**src/rtl/cdc_event_pkg.sv**
```systemverilog
// Shared state encoding and elaboration helpers for cdc_event_scheduler.
package cdc_event_pkg;

    typedef enum logic [1:0] {
        ST_IDLE    = 2'b00,
        ST_REQ     = 2'b01,
        ST_RELEASE = 2'b10
    } state_e;

    // Ceiling log2; clog2(1) = 0.
    function automatic int clog2(input int value);
        int result;
        result = 0;
        while ((1 << result) < value) begin
            result++;
        end
        return result;
    endfunction

endpackage

```
**src/rtl/rr_arbiter.sv**
```systemverilog
// Round-robin arbiter: picks the first set request at or above ptr (with wrap);
// ptr moves past the winner whenever the grant input is asserted.
module rr_arbiter
    import cdc_event_pkg::*;
#(
    parameter int NREQ = 4,
    parameter int IDW  = 2
) (
    input  logic            i_clk,
    input  logic            i_reset_n,
    input  logic [NREQ-1:0] i_req,
    input  logic            i_grant,
    output logic [IDW-1:0]  o_winner,
    output logic            o_valid
);

    if (IDW < clog2(NREQ)) begin : g_bad_idw
        $error("rr_arbiter: IDW too narrow for NREQ");
    end

    localparam logic [IDW:0]   NREQ_W = (IDW + 1)'(NREQ);
    localparam logic [IDW-1:0] LAST   = IDW'(NREQ - 1);

    logic [IDW-1:0]  ptr;
    logic [NREQ-1:0] rotated;
    logic [IDW-1:0]  offset;
    logic [IDW:0]    sum;

    // NOTE: every variable written here gets a value before any condition,
    // otherwise synthesis infers a latch to hold it.
    always_comb begin
        rotated = NREQ'({i_req, i_req} >> ptr);
        offset  = '0;
        for (int i = NREQ - 1; i >= 0; i--) begin
            if (rotated[i]) begin
                offset = IDW'(i);
            end
        end
        sum = {1'b0, ptr} + {1'b0, offset};
        if (sum >= NREQ_W) begin
            sum = sum - NREQ_W;
        end
        o_winner = sum[IDW-1:0];
        o_valid  = |i_req;
    end

    always_ff @(posedge i_clk) begin
        if (!i_reset_n) begin
            ptr <= '0;
        end else if (i_grant) begin
            ptr <= (o_winner == LAST) ? '0 : o_winner + 1'b1;
        end
    end

endmodule

```
**src/rtl/cdc_event_scheduler.sv**
```systemverilog
// Shares one four-phase req/ack crossing among NREQ event requesters.
// Optional watchdog abort enabled by defining CDC_EVENT_SCHEDULER_WATCHDOG_EN.
module cdc_event_scheduler
    import cdc_event_pkg::*;
#(
    parameter int NREQ    = 4,
    parameter int IDW     = 2,
    parameter int TIMEOUT = 1023,
    parameter int TOW     = 10
) (
    input  logic            i_clk,
    input  logic            i_reset_n,
    input  logic [NREQ-1:0] i_stb,
    input  logic [NREQ-1:0] i_clr_overrun,
    input  logic            i_ack,
    output logic            o_req,
    output logic [IDW-1:0]  o_id,
    output logic            o_busy,
    output logic            o_done,
    output logic [NREQ-1:0] o_pending,
    output logic [NREQ-1:0] o_overrun,
    output logic            o_timeout
);

    if (TOW < clog2(TIMEOUT + 1)) begin : g_bad_tow
        $error("cdc_event_scheduler: TOW too narrow for TIMEOUT");
    end

    state_e          state;
    state_e          state_next;
    logic [NREQ-1:0] pending;
    logic [NREQ-1:0] overrun;
    logic [NREQ-1:0] grant_mask;
    logic [IDW-1:0]  winner;
    logic            any_valid;
    logic            grant;
    logic            done_next;
    logic            timeout_next;
    logic            wd_expired;
    logic            aborted;

    rr_arbiter #(
        .NREQ (NREQ),
        .IDW  (IDW)
    ) u_arbiter (
        .i_clk     (i_clk),
        .i_reset_n (i_reset_n),
        .i_req     (pending),
        .i_grant   (grant),
        .o_winner  (winner),
        .o_valid   (any_valid)
    );

    // A high ack while idle is stale from the previous transaction; wait it out.
    assign grant      = (state == ST_IDLE) && any_valid && !i_ack;
    assign grant_mask = grant ? (NREQ'(1) << winner) : '0;

    always_comb begin
        state_next   = state;
        done_next    = 1'b0;
        timeout_next = 1'b0;
        case (state)
            ST_IDLE: begin
                if (grant) begin
                    state_next = ST_REQ;
                end
            end
            ST_REQ: begin
                if (i_ack) begin
                    state_next = ST_RELEASE;
                end else if (wd_expired) begin
                    state_next   = ST_RELEASE;
                    timeout_next = 1'b1;
                end
            end
            ST_RELEASE: begin
                if (!i_ack) begin
                    state_next = ST_IDLE;
                    done_next  = !aborted;
                end else if (wd_expired) begin
                    state_next   = ST_IDLE;
                    timeout_next = 1'b1;
                end
            end
            default: state_next = ST_IDLE;
        endcase
    end

`ifdef CDC_EVENT_SCHEDULER_WATCHDOG_EN
    localparam logic [TOW-1:0] WD_LAST = TOW'(TIMEOUT - 1);

    logic [TOW-1:0] wd_cnt;
    logic           aborted_q;

    always_ff @(posedge i_clk) begin
        if (!i_reset_n) begin
            wd_cnt    <= '0;
            aborted_q <= 1'b0;
        end else begin
            if (state_next != state) begin
                wd_cnt <= '0;
            end else if (state != ST_IDLE) begin
                wd_cnt <= wd_cnt + 1'b1;
            end
            // Remember a REQ abort so the following release does not report done.
            if (state == ST_REQ && state_next == ST_RELEASE) begin
                aborted_q <= timeout_next;
            end
        end
    end

    assign wd_expired = (state != ST_IDLE) && (wd_cnt == WD_LAST);
    assign aborted    = aborted_q;
`else
    assign wd_expired = 1'b0;
    assign aborted    = 1'b0;
`endif

    // NOTE: state is updated with non-blocking assignments so every register
    // samples pre-edge values, independent of statement order.
    always_ff @(posedge i_clk) begin
        if (!i_reset_n) begin
            state     <= ST_IDLE;
            pending   <= '0;
            overrun   <= '0;
            o_id      <= '0;
            o_req     <= 1'b0;
            o_done    <= 1'b0;
            o_timeout <= 1'b0;
        end else begin
            state     <= state_next;
            pending   <= (pending & ~grant_mask) | i_stb;
            overrun   <= (overrun & ~i_clr_overrun) | (i_stb & pending & ~grant_mask);
            if (grant) begin
                o_id <= winner;
            end
            o_req     <= (state_next == ST_REQ);
            o_done    <= done_next;
            o_timeout <= timeout_next;
        end
    end

    assign o_busy    = (state != ST_IDLE);
    assign o_pending = pending;
    assign o_overrun = overrun;

endmodule

```
**config.mk**
```make
export PLATFORM = sky130hd
export DESIGN_NAME = cdc_event_scheduler
export DESIGN_NICKNAME = d
export VERILOG_FILES = /design/src/rtl/cdc_event_pkg.sv /design/src/rtl/rr_arbiter.sv /design/src/rtl/cdc_event_scheduler.sv
export SDC_FILE = /design/constraint.sdc
export NUM_CORES = 1
export LEC_CHECK = 0
export CORE_MARGIN = 2
export CORE_UTILIZATION = 48
export CTS_BUF_LIST = sky130_fd_sc_hd__clkbuf_4
export DETAILED_ROUTE_END_ITERATION = 8
export GPL_ROUTABILITY_DRIVEN = 0
export PLACE_DENSITY = 0.88
export SLEW_MARGIN = 15
export SYNTH_ARGS = -nofsm -noshare
export SYNTH_HDL_FRONTEND = slang
export SYNTH_SLANG_ARGS = --single-unit
```
**constraint.sdc**
```tcl
create_clock -name i_clk -period 3.2 [get_ports i_clk]
set_input_delay 0.32 -clock i_clk [delete_from_list [all_inputs] [get_ports i_clk]]
set_output_delay 0.32 -clock i_clk [all_outputs]
set_load 0.01 [all_outputs]
```
==> results of run 1 <==
[cells by family after synthesis]
group,count (synthesis),synth area share
simple gates,40,0.250
compound gates,20,0.169
flops,16,0.369
buf+inv,11,0.0822
fa+ha+maj,5,0.0722
xor+xnor,3,0.0303
mux,2,0.0231
other cells,1,0.00432
[worst paths after layout]
kind                 from  slack [ps]  depth (start not counted)           end
min reg2reg       o_id[0]         510                          2       o_id[0]
max reg2reg  o_pending[3]         580                         12  o_overrun[2]
min               o_id[0]         510                          2       o_id[0]
max          o_pending[3]         580                         12  o_overrun[2]
[power breakdown]
group,total [uW],internal (uW),switching (uW)
Combinational,217,109,108
Sequential,254,221,33.0
Clock,111,45.4,65.6
Total,582,375,207
[routing by layer]
metal  up-vias  wire [microns]
li1        375               -
met1       338             773
met2        15             882
met3         4              41
met4         0              25
met5         -               0
[cells in the final DEF, fill, tap and decap left out, drive strengths merged]
| cell type | netlist | routed |
|---|---|---|
| xnor2 | 2 | 2 |
| and3 | 2 | 2 |
| a2111oi | 2 | 2 |
| conb | 1 | 1 |
| mux2i | 2 | 2 |
| o21ai | 2 | 2 |
| inv | 5 | 5 |
| nand2b | 2 | 2 |
| nor3 | 2 | 2 |
| xor2 | 1 | 1 |
| a211oi | 1 | 1 |
| ha | 5 | 5 |
| nor4b | 1 | 1 |
| clkinv | 0 | 1 |
| or2 | 1 | 1 |
| a32oi | 1 | 1 |
| nor2 | 25 | 25 |
| nor4 | 1 | 1 |
| dfxtp | 16 | 16 |
| nand2 | 1 | 1 |
| a21boi | 3 | 3 |
| clkbuf | 1 | 3 |
| o2111ai | 1 | 1 |
| nor2b | 4 | 4 |
| o211ai | 1 | 1 |
| or4 | 1 | 1 |
| clkdlybuf4s50 | 0 | 23 |
| a21oi | 7 | 7 |
| o32ai | 2 | 2 |
[layout make-up]
| type | instances | area [sq um] | share of cell area |
|---|---|---|---|
| Multi-Input combinational cell | 71 | 475 | 0.431 |
| Sequential cell | 16 | 320 | 0.291 |
| Timing Repair Buffer | 23 | 230 | 0.209 |
| Tap cell | 25 | 31.3 | 0.0284 |
| Clock buffer | 3 | 22.5 | 0.0204 |
| Inverter | 5 | 18.8 | 0.0170 |
| Clock inverter | 1 | 3.75 | 0.00341 |
[sequential cells by signal (all words and copies together) (netlist names)]
register and count:
o_overrun 4, o_pending 4, o_id 2, state 2
u_arbiter.ptr 2, o_done 1, o_req 1
[worst min-delay path, cell delays in order, from the launching register on]
cell and delay (ps):
dfxtp_1 340, mux2i_1 60, nor2_1 80
[through the flow]
stage,total power [uW],worst slack (ps),instance area [sq um],hold slack [ps]
after CTS,586,569,1100,522
after global placement,471,750,1080,482
after global routing,621,268,1100,549
final,582,576,1100,511
after detailed placement,477,601,1080,501
after floorplan,410,870,867,397
==> flow_summary.yaml, run 1 <==
floorplan:
  fp.coreArea_sq_mm: 0.00171
  die-height_microns: 46.5
  die_w_microns: 46.5
  rows: 15
  ios: 25
  dieArea_sq_mm: 0.00216
  start_util: 0.508
critical_path:
  crit_buf_inv: 2
  setup.worst_path.start_class: "flop"
  worst_ep_required_time_ps: 3430
  worstSetupEndpointType: "flop"
  arrival_ps: 2850
  cp_max_fo: 6
  slowest_stage: "dfxtp_1"
  cp_cell_sequence: "inv_1, and3_2, o21ai_0, o2111ai_1, ha_1, xnor2_1, xnor2_1, inv_1, ha_1, a21boi_0, a21oi_1, nor2_1"
  path_delay_family: "compound AO/OA/AOI/OAI gates"
  crit_path_max_incr_delay_ps: 470
  path_class: "reg2reg"
global_routing:
  grt_first_pass_wirelength_mm: 2.83
  grtUsageMet2: 0.297
  gr-total-overflow: 0
  antenna_found_initial: 0
  grt.busiest_layer: "met2"
  grt_pass1_vias: 668
  gr-usage-met3: 0.0275
  track_usage: 0.185
  grt_max_degree: 15
  use_met1: 0.238
route:
  drcViolationCount: 0
  wire_per_inst_microns: 12.0
  vias: 732
  dr.pass1.iters: 4
  route.antenna.remaining_nets: 0
  routed_wl_mm: 1.72
  drt-initial-drc-count: 4
  via_per_inst: 5.08
synth:
  synth_cells: 98
  synthArstFlopShare: 0
  synth.top_cells.by_area: "dfxtp_1 (37%), nor2_1 (11%), ha_1 (7.2%), buf_6 (3.9%), a21oi_1 (3.5%)"
  syn_nets: 114
  synthTopCellsByCount: "nor2_1 (25), dfxtp_1 (16), a21oi_1 (6), ha_1 (5), inv_1 (5)"
  yosysMostFrequentCell: "nor2_1"
  ys_ff_latch: 16
  synth_area_sq_um: 867
  netlist-cell-type-count: 33
  synth_area_per_cell_sq_um: 8.85
  ys_seq_area_frac: 0.369
  synth_top_area_cell: "dfxtp_1"
  yosysWarningCount: 0
  ys.flop_type: "dfxtp_1"
  synth-edff-count: 0
  synthDominantCellAreaShare: 0.369
clocking:
  clock_tree.root_cell: "clkbuf_4"
  ctsHoldBuffers: 0
  cts_sinks: 16
  cts_buffers: 3
  h-tree-depth: 1
  clk_path_buf_depth: 2
  clk_latency_ps: 290
  cts_setup_buffers: 0
  cts_resized: 0
  clk_pin_slew_ps: 90
  cts_tree: "done"
layout:
  n_antenna_cell: 0
  nets: 136
  fillers: 149
  drive_above_1_share: 0.0756
  final_cells: 144
  area_growth_syn_to_layout_pct: 27.1
  fin_util: 0.645
sta:
  setup_viol: 0
  period_share: 0.820
  max_freq_mhz: 381
  rsz0062_at_grt: "no"
  clock-skew-final_ps: 1.09
  hold_viol: 0
  drv_slew: 0
  min_period_ps: 2620
  tns_ps: 0
placed_design:
  dp_hpwl_mm: 1.35
  placed_cells: 140
  numPortBuffers: 23
power_and_ir_drop:
  peakVddDrop_v: 0.000368
  leakage_uw: 0.000432
  powerDensity_mw_per_mm2: 528
run_status:
  status: "completed"
run:
  drv_cap: 0
min_path:
  hold_path_class: "reg2reg"
No activity file was read; power rests on OpenSTA's default activity.
==> inputs of run 2 (changes only) <==
- clock period: 3.2 -> 2.45 ns (I/O delays scaled with it)
==> run 2 against run 1 <==
First-iteration DRC count rose to 3.3 times the previous value. Global-route usage increased by 1.3 points. Fmax up 15%. Clock skew is 6.0 ps higher. Sequential power increased by 27%. Total power up 38%. Utilization up 2.5 points. Final cell count is 3.5% higher. Worst hold slack improved by 6.7 ps. Largest power group is now combinational cells.
==> flow_summary.yaml, run 2 (same netlist as run 1, synthesis figures left out) <==
power_and_ir_drop:
  power_switching_uw: 287
  seqPwrFrac: 0.402
  switching_share: 0.359
  peakVddDrop_v: 0.000453
  p_int_uw: 514
  comb_power_share: 0.406
  powerDensity_mw_per_mm2: 700
  leakage_uw: 0.000460
  clockPowerShare: 0.192
layout:
  fin_util: 0.670
  mostFrequentLayoutCell: "nor2_1"
  n_antenna_cell: 0
  final_cell_mix: "nor2_1 (25), clkdlybuf4s50_1 (23), dfxtp_1 (15)"
  area_growth_syn_to_layout_pct: 32.0
  final_cells: 149
  drive_above_1_share: 0.129
  stdcell_area_sq_mm: 0.00114
  nets: 141
floorplan:
  die-height_microns: 46.5
  rows: 15
  start_util: 0.508
  dieArea_sq_mm: 0.00216
  fp.coreArea_sq_mm: 0.00171
  ios: 25
  die_w_microns: 46.5
global_routing:
  gr-total-overflow: 0
  grt_max_degree: 15
  grt_first_pass_wirelength_mm: 3.04
  track_usage: 0.199
  antenna_found_initial: 0
  grt_pass1_vias: 734
placed_design:
  dp_hpwl_mm: 1.38
  placed_cell_area_sq_mm: 0.00111
  placed_cells: 145
  numPortBuffers: 23
run_status:
  status: "completed"
sta:
  hold_viol: 0
  rsz0062_at_grt: "yes"
  max_freq_mhz: 437
  setup_viol: 0
  clock-skew-final_ps: 7.06
  drv_slew: 0
  min_period_ps: 2290
  tns_ps: 0
  period_share: 0.935
route:
  drcViolationCount: 0
  wire_per_inst_microns: 12.3
  route.antenna.remaining_nets: 0
  drt-initial-drc-count: 13
  via_per_inst: 5.07
  vias: 756
  dr.pass1.iters: 4
  routed_wl_mm: 1.84
clocking:
  clk_path_buf_depth: 2
  cts_buffers: 3
  cts_tree: "done"
  clock_tree.root_cell: "clkbuf_4"
  ctsHoldBuffers: 0
  cts_setup_buffers: 0
  cts_sinks: 16
  h-tree-depth: 1
  clk_latency_ps: 310
  clk_pin_slew_ps: 100
critical_path:
  setup.worst_path.start_class: "flop"
  worst_ep_required_time_ps: 2630
  arrival_ps: 2470
  worstSetupEndpointType: "flop"
  path_class: "reg2reg"
  cp_max_fo: 12
  regToRegSetupSlack_ps: 160
run:
  drv_cap: 0
min_path:
  hold_path_class: "reg2reg"
==> run 2: cell count changes in the layout (fill, tap and decap cells not counted) <==
cell	before	now
a21oi_2	1	2
dfxtp_2	0	1
buf_4	0	5
a21oi_1	6	5
a21boi_0	3	0
a21boi_1	0	3
dfxtp_1	16	15
==> run 2: per-layer routing <==
layer	GRT usage	wire length [microns]	vias to the layer above
li1	-	-	387
met1	0.241	812	350
met2	0.325	937	14
met3	0.0353	47	5
met4	0.114	41	0
met5	0	0	-
==> run 2: layout make-up <==
cell class	count	area, sq um
timing repair buffer	28	268
clock inverter	1	3.75
sequential	16	322
fill	127	563
inverter	5	18.8
clock buffer	3	22.5
multi-input combinational	71	479
tap	25	31.3
==> run 2: power groups by stage <==
stage	sequential [uW]	combinational (uW)	clock, uW
after floorplan	323	213	0
after global placement	324	311	0
after detailed placement	327	317	0
after CTS	321	320	150
after global routing	328	362	164
final	322	325	154
==> run 2: repair_timing <==
item,CTS,global route
hold endpoints to repair,0,0
gates resized for setup,0,5
setup endpoints to repair,0,8
==> run 2: path summary, 6_finish.rpt <==
check | cells past startpoint | from | to
hold reg to reg | 1 | state[0] | o_done
hold / removal | 1 | state[0] | o_done
setup reg to reg | 10 | u_arbiter.ptr[0] | o_overrun[0]
setup / recovery | 10 | u_arbiter.ptr[0] | o_overrun[0]
==> run 2: through the flow <==
stage	worst slack (ps)	hold WS [ps]	total power [uW]
floorplan	120	322	536
global placement	169	484	635
detailed placement	46.2	498	644
CTS	6.91	512	791
global route	-21.5	555	854
finish	160	518	801
==> run 2: worst max-delay path, stage by stage, from the launching register on <==
cell	delay (ps)
dfxtp_2	400
or4_1	540
o2111ai_1	120
ha_1	190
xnor2_1	130
xnor2_1	180
buf_4	170
ha_1	140
a21boi_1	70
a21oi_1	160
nor2_1	60
==> inputs of run 3 (changes only) <==
- SLEW_MARGIN: 15 -> 5
==> results of run 3 <==
Final layout, timing and power as in run 2 (identical DEF).
